$ cat config.mk
export PLATFORM = sky130hd
export DESIGN_NAME = adc_sample_decimator
export DESIGN_NICKNAME = d
export VERILOG_FILES = /design/src/rtl/adc_sample_decimator.sv
export SDC_FILE = /design/constraint.sdc
export NUM_CORES = 1
export LEC_CHECK = 0
export CORE_MARGIN = 10
export CORE_UTILIZATION = 40
export CTS_BUF_LIST = sky130_fd_sc_hd__clkbuf_4 sky130_fd_sc_hd__clkbuf_8 sky130_fd_sc_hd__clkbuf_16
export DETAILED_ROUTE_END_ITERATION = 7
export MAX_ROUTING_LAYER = met4
export PLACE_DENSITY = 0.69
export SLEW_MARGIN = 20
export SYNTH_ARGS = -nofsm -noshare
export SYNTH_HDL_FRONTEND = slang
export SYNTH_SLANG_ARGS = --single-unit
$ cat constraint.sdc
create_clock -name system_clock -period 3.23 [get_ports system_clock]
set_input_delay 0.323 -clock system_clock [delete_from_list [all_inputs] [get_ports system_clock]]
set_output_delay 0.323 -clock system_clock [all_outputs]
set_load 0.05 [all_outputs]
$ cat src/rtl/adc_sample_decimator.sv
// adc_sample_decimator
// Pops raw words from the read side of the ADC sample FIFO, extracts the
// MSB-aligned signed ADC code, averages 2^DECIM_LOG2 consecutive codes and
// presents each block average on a valid/ready interface. Full-scale codes
// are flagged per block, and accepted averages are counted.
//
// Output handshake: avg_valid rises once a block is complete and stays high,
// with avg_data/avg_clip stable, until a rising clock edge sees avg_valid and
// avg_ready both high. That edge is the transfer; avg_valid drops after it.
module adc_sample_decimator #(
  parameter int DATA_W     = 32,
  parameter int SAMPLE_W   = 24,
  parameter int DECIM_LOG2 = 3
) (
  input  logic                system_clock,
  input  logic                reset,
  input  logic                enable,
  input  logic [DATA_W-1:0]   fifo_q,
  input  logic                fifo_rdempty,
  output logic                fifo_rdreq,
  output logic [SAMPLE_W-1:0] avg_data,
  output logic                avg_valid,
  input  logic                avg_ready,
  output logic                avg_clip,
  output logic [15:0]         block_count,
  output logic [1:0]          dbg_state
);

  localparam int ACC_W = SAMPLE_W + DECIM_LOG2;
  localparam int CNT_W = DECIM_LOG2 + 1;
  localparam int NSAMP = 1 << DECIM_LOG2;
  localparam logic [CNT_W-1:0] CNT_FULL = CNT_W'(NSAMP);

  localparam logic [SAMPLE_W-1:0] CODE_MAX = {1'b0, {(SAMPLE_W-1){1'b1}}};
  localparam logic [SAMPLE_W-1:0] CODE_MIN = {1'b1, {(SAMPLE_W-1){1'b0}}};

  localparam logic [1:0] S_IDLE = 2'd0;
  localparam logic [1:0] S_REQ  = 2'd1;
  localparam logic [1:0] S_CAP  = 2'd2;
  localparam logic [1:0] S_EMIT = 2'd3;

  logic [1:0]                state_q, state_d;
  logic signed [ACC_W-1:0]   acc_q, acc_d;
  logic [CNT_W-1:0]          cnt_q, cnt_d;
  logic                      clip_q, clip_d;
  logic [SAMPLE_W-1:0]       avg_data_q, avg_data_d;
  logic                      avg_clip_q, avg_clip_d;
  logic [15:0]               count_q, count_d;

  // Code extraction and per-sample arithmetic used in CAP.
  logic [SAMPLE_W-1:0]       code;
  logic signed [ACC_W-1:0]   code_ext;
  logic signed [ACC_W-1:0]   acc_sum;
  logic signed [ACC_W-1:0]   acc_shift;
  logic [CNT_W-1:0]          cnt_inc;
  logic                      clip_now;
  logic                      unused_low_bits;

  assign code      = fifo_q[DATA_W-1 -: SAMPLE_W];
  assign code_ext  = ACC_W'($signed(code));
  assign acc_sum   = acc_q + code_ext;
  // Arithmetic shift floors toward -inf; the sum always fits ACC_W bits.
  assign acc_shift = acc_sum >>> DECIM_LOG2;
  assign cnt_inc   = cnt_q + CNT_W'(1);
  assign clip_now  = (code == CODE_MAX) || (code == CODE_MIN);
  // Low bits carry status/CRC padding and are intentionally ignored.
  assign unused_low_bits = ^fifo_q[DATA_W-SAMPLE_W-1:0];

  // Next-state logic: read sequencing, accumulation and output handshake.
  always_comb begin
    state_d    = state_q;
    acc_d      = acc_q;
    cnt_d      = cnt_q;
    clip_d     = clip_q;
    avg_data_d = avg_data_q;
    avg_clip_d = avg_clip_q;
    count_d    = count_q;
    case (state_q)
      S_IDLE: begin
        if (enable && !fifo_rdempty) state_d = S_REQ;
      end
      S_REQ: begin
        // fifo_q is valid on the edge that leaves CAP.
        state_d = S_CAP;
      end
      S_CAP: begin
        if (cnt_inc == CNT_FULL) begin
          avg_data_d = acc_shift[SAMPLE_W-1:0];
          avg_clip_d = clip_q | clip_now;
          acc_d      = '0;
          cnt_d      = '0;
          clip_d     = 1'b0;
          state_d    = S_EMIT;
        end else begin
          acc_d   = acc_sum;
          cnt_d   = cnt_inc;
          clip_d  = clip_q | clip_now;
          state_d = S_IDLE;
        end
      end
      S_EMIT: begin
        if (avg_ready) begin
          count_d = count_q + 16'd1;
          state_d = S_IDLE;
        end
      end
      default: state_d = S_IDLE;
    endcase
  end

  // State registers, cleared asynchronously so a reset discards any block.
  always_ff @(posedge system_clock or posedge reset) begin
    if (reset) begin
      state_q    <= S_IDLE;
      acc_q      <= '0;
      cnt_q      <= '0;
      clip_q     <= 1'b0;
      avg_data_q <= '0;
      avg_clip_q <= 1'b0;
      count_q    <= '0;
    end else begin
      state_q    <= state_d;
      acc_q      <= acc_d;
      cnt_q      <= cnt_d;
      clip_q     <= clip_d;
      avg_data_q <= avg_data_d;
      avg_clip_q <= avg_clip_d;
      count_q    <= count_d;
    end
  end

  assign fifo_rdreq  = (state_q == S_REQ);
  assign avg_valid   = (state_q == S_EMIT);
  assign avg_data    = avg_data_q;
  assign avg_clip    = avg_clip_q;
  assign block_count = count_q;
  assign dbg_state   = state_q;

endmodule

# After elaboration in Yosys (flattened, before gate mapping)
# Cells that the tools add are included.
[classes]
multipliers = 0
add_sub_neg = 3
eq_ne = 8
bitwise_logic = 1
order_cmp = 0
mux = 7
shifts = 0
n_reduce_logical = 7
n_div = 0
[ops]
columns = ["cell", "count"]
rows = [
  ["27-bit by 24-bit adder with 27-bit output", 1],
  ["27-bit 2-to-1 mux", 1],
  ["24-bit by 23-bit equality test with 1-bit output, second input constant", 1],
  ["24-bit equality test, second input constant", 1],
  ["16-bit by 1-bit adder with 16-bit output, second input constant", 1],
  ["2-bit case mux with 4 select lines", 1],
  ["2-bit 2-to-1 mux", 3],
  ["2-bit AND reduction", 3],
  ["4-bit by 1-bit adder with 4-bit output, second input constant", 1],
  ["2-bit equality test, second input constant", 2],
  ["4-bit equality test, second input constant", 1],
  ["4-bit 2-to-1 mux", 1],
  ["2-bit by 1-bit equality test with 1-bit output, second input constant", 1],
  ["2-bit zero test", 1],
  ["2-bit by 1-bit != test with 1-bit output, second input constant", 1],
  ["2-bit != test, second input constant", 1],
  ["1-bit logical AND", 1],
  ["1-bit zero test", 1],
  ["1-bit logical OR", 1],
  ["1-bit 2-to-1 mux", 1],
  ["1-bit bitwise OR", 1],
]
[word_totals]
mem_count = 0
word_cells = 33
input_bits = 37
latchBits = 0
ff_bits = 75
out_inout_bits = 45
ramBits = 0
mem_bits_ro = 0

# Depth between registers and ports, before layout
[depth]
ltp_word = 4
depth_mapped = 10
mapped_depth_nobuf = 10

# Worst setup path before layout
# Ideal clock, no wire load.
[synth_path]
path_kind = "register to register"
from = "register acc_q[0]"
to = "register acc_q[26]"
setup_ps = 87
n_path_buf = 0
path_slack_ps = 950
required_ps = 3143
stages_incl_launch_ff = 11
period_less_slack_ps = 2280
arrival_time_ps = 2194
cell_sequence = "dfrtp_1 > ha_1 > inv_1 > fa_1 > nand2b_1 > a21oi_1 > o21ai_1 > a31oi_4 > mux2i_1 > or4_1 > o211ai_1"
[synth_between]
elab_chain_cells = 2
[synth_rtl]
columns = ["element", "line", "rtl"]
rows = [
  ["from (decl)", "43", "logic signed [ACC_W-1:0] acc_q, acc_d;"],
  ["from (signal assigned)", "115", "acc_q <= '0;"],
  ["from (signal assigned)", "123", "acc_q <= acc_d;"],
  ["27-bit by 24-bit adder with 27-bit output", "61", "assign acc_sum = acc_q + code_ext;"],
  ["27-bit 2-to-1 mux", "87", "if (cnt_inc == CNT_FULL) begin"],
]
# No other way between the ends.
# A chain may end at the register's enable or synchronous reset.

# Final worst setup path
[layout_path]
from = "input port fifo_q[8]"
to = "register acc_q[26]"
[layout_between]
elab_chain_cells = 2
[layout_rtl]
columns = ["element", "line", "rtl"]
rows = [
  ["from (decl)", "18", "input logic [DATA_W-1:0] fifo_q,"],
  ["27-bit by 24-bit adder with 27-bit output", "61", ""],
  ["27-bit 2-to-1 mux", "87", ""],
]
# No other way between the ends.

==> flow_summary.json <==
{
  "status": "completed",
  "yosysWarnings": 0,
  "grt_max_degree": 40,
  "synth.most_common_cell": "dfrtp_1",
  "path_buf_inv": 2,
  "cts_root_buffer": "clkbuf_16",
  "irDropWorstVdd_mv": 0.480,
  "syn2layout_area_growth_pct": 24.7,
  "power_w": 0.00535,
  "crit_type": "in -> reg",
  "postCtsHoldBufs": 0,
  "ioPinCount": 82,
  "ys_types": 60,
  "p_per_area_nw_per_um2": 935,
  "finalWeightedCongestion": 0.930,
  "slew_headroom_pct": 45.8,
  "grt-ovfl-total": 0,
  "cp-end-kind": "flip-flop",
  "drv_cap": 0,
  "ys.flop_type": "dfrtp_1",
  "die_w_um": 127,
  "crit_required_ns": 3.48,
  "cp_max_fo": 4,
  "reg2regPathDepth": 10,
  "startpoint": "fifo_q[8]",
  "cts_tree": "built",
  "post_cts_resized": 0,
  "async_flop_share_pct": 100,
  "antenna_cells": 0,
  "drtAntennaViolNets": 0,
  "core_um2": 11300,
  "synth_nets": 555,
  "io_buffers": 73,
  "first_global_vias": 3922,
  "rrSetupSlack_ns": 0.63,
  "insertion_delay_ns": 0.34,
  "setup_viol": 0,
  "critPathTopFamily": "compound AO/OA/AOI/OAI gates",
  "cts_max_path_buffers": 2,
  "cts_buffers": 9,
  "r2r_end": "acc_q[26]",
  "final_nets": 624,
  "num_vias": 3854,
  "yosysSeqAreaShare_pct": 40.9,
  "post_drt_via_cell_ratio": 5.46,
  "period_share_pct": 86.4,
  "synth_top_cell_by_area": "dfrtp_1",
  "synth_top_cell_area_share_pct": 40.9,
  "rr_startpoint": "acc_q[0]",
  "dr.pass1.iters": 4,
  "wl_per_cell_um": 16.4,
  "synthCells": 489,
  "h-tree-depth": 3,
  "numClockSinks": 75,
  "die_area_um2": 16200,
  "period_needed_ns": 2.79,
  "final_max_slew_viol_count": 0,
  "slowest_delay_ns": 0.53,
  "cts_setup_buffers": 0,
  "num_rows": 39,
  "finalWirelength_mm": 11.6,
  "worstSetupPathDepth": 11,
  "ys_seq_elements": 75,
  "netlist_area_um2": 4590,
  "synth-edff-count": 0,
  "die_h_um": 127,
  "drc": 0,
  "p_leak_nw": 2.57,
  "crit_slowest_cell": "clkdlybuf4s50_1",
  "clk_pin_slew_worst_paths_ns": 0.06,
  "drive_above_1_share_pct": 8.35,
  "start_util_pct": 40.5,
  "dp_hpwl_mm": 8.77,
  "cp.arrival_ns": 3.05,
  "tightest_slew_ns": 0.812,
  "syn_avg_cell_area_um2": 9.38,
  "grt_pass1_wl_mm": 19.7,
  "antenna_found_initial": 0,
  "grt.total_usage_pct": 15.0,
  "rsz0062_at_grt": "false",
  "report.final.hold_viol_count": 0,
  "synthTopCellsByCount": "75 x dfrtp_1, 69 x nand2_1, 42 x o21ai_0",
  "fin_skew_ns": 0.00518,
  "final.setup.tns_ns": 0,
  "cp-endpoint": "acc_q[26]",
  "max_freq_mhz": 358,
  "synth.area.top_cells": "dfrtp_1 41%, ha_1 7.6%, nand2_1 5.6%",
  "initialDrtViolationCount": 318,
  "worstPathCellList": "clkdlybuf4s50_1 > ha_1 > inv_1 > fa_1 > nand2b_1 > a21oi_1 > o21ai_1 > a31oi_4 > mux2i_1 > or4_1 > o211ai_1",
  "startpoint_type": "input port",
  "hold_path.class": "in -> async"
}
==> where the power goes <==
part	internal (W)	total [W]	leakage (nW)	switching, W
clock	0.000648	0.00104	0.156	0.000392
sequential	0.00125	0.00146	0.901	0.000210
combinational	0.00111	0.00285	1.52	0.00175
total	0.00300	0.00535	2.57	0.00235
==> logic make-up after synthesis <==
family / synth area share, %
and+or+nand+nor: 17.9
DFF: 40.9
buffers and inverters: 4.17
xor gates and xnor gates: 6.49
AOI/OAI and AO/OA: 19.8
adders and majority gates: 8.07
muxes: 2.62
==> stage by stage <==
stage / util, % / area, µm² / instances / hold slack [ns] / setup slack [ns]
after global placement: 47.8 / 5410 / 690 / 0.458 / 0.178
after CTS: 50.5 / 5720 / 706 / 0.473 / 0.425
after global routing: 50.5 / 5720 / 706 / 0.493 / 0.256
after detailed placement: 47.8 / 5410 / 690 / 0.462 / 0.0779
final: 50.5 / 5720 / 706 / 0.465 / 0.438
after floorplan: - / 4590 / 489 / 0.407 / 0.950
==> area by class of cell <==
class                      count  area, µm²
clock buffer                  12        260
tap                          143        179
fill                        1071       5600
clock inverter                 4       48.8
inverter                      13       48.8
timing repair buffer          79        788
sequential                    75       1880
multi-input combinational    380       2520
==> registers in the layout, indices dropped and copies added, names as in the netlist <==
register,count
acc_q,27
block_count,16
avg_clip,1
avg_data,24
dbg_state,2
clip_q,1
cnt_q,4
==> routing by layer <==
layer | global-route usage [%] | part of all wire (%) | up-vias
met5 | - | 0 | -
met4 | 5.16 | 1.2 | 0
met3 | 2.98 | 4.9 | 12
met2 | 24.7 | 50 | 77
met1 | 18.0 | 44 | 1842
li1 | - | - | 1923
==> cell usage in the layout, fill, tap and decap left out, types with 5 or more instances in the layout <==
master	netlist	routed
xnor2_1	24	24
dfrtp_1	75	75
nor4_1	5	5
mux2_2	8	8
ha_1	28	28
nand3_1	11	11
nand2b_1	5	5
o21ai_0	42	42
nor3_1	6	6
nor2_1	22	22
a22o_1	8	8
a31oi_1	8	8
a21o_1	13	13
nand4_1	16	16
clkdlybuf4s50_1	0	73
nand2_1	69	69
a21oi_1	33	33
inv_1	13	12
xor2_1	10	10
clkbuf_16	0	9
or3_1	5	5
buf_4	4	5
==> worst min-delay path by stage <==
| stage | startpoint | depth (start not counted) | to |
|---|---|---|---|
| floorplan | fifo_rdempty | 1 | dbg_state[0] |
| global placement | block_count[15] | 1 | block_count[15] |
| detailed placement | block_count[15] | 1 | block_count[15] |
| CTS | block_count[15] | 1 | block_count[15] |
| global route | block_count[15] | 1 | block_count[15] |
| finish | reset | 2 | avg_data[5] |
Note: power is estimated with default switching activity, not from simulation.
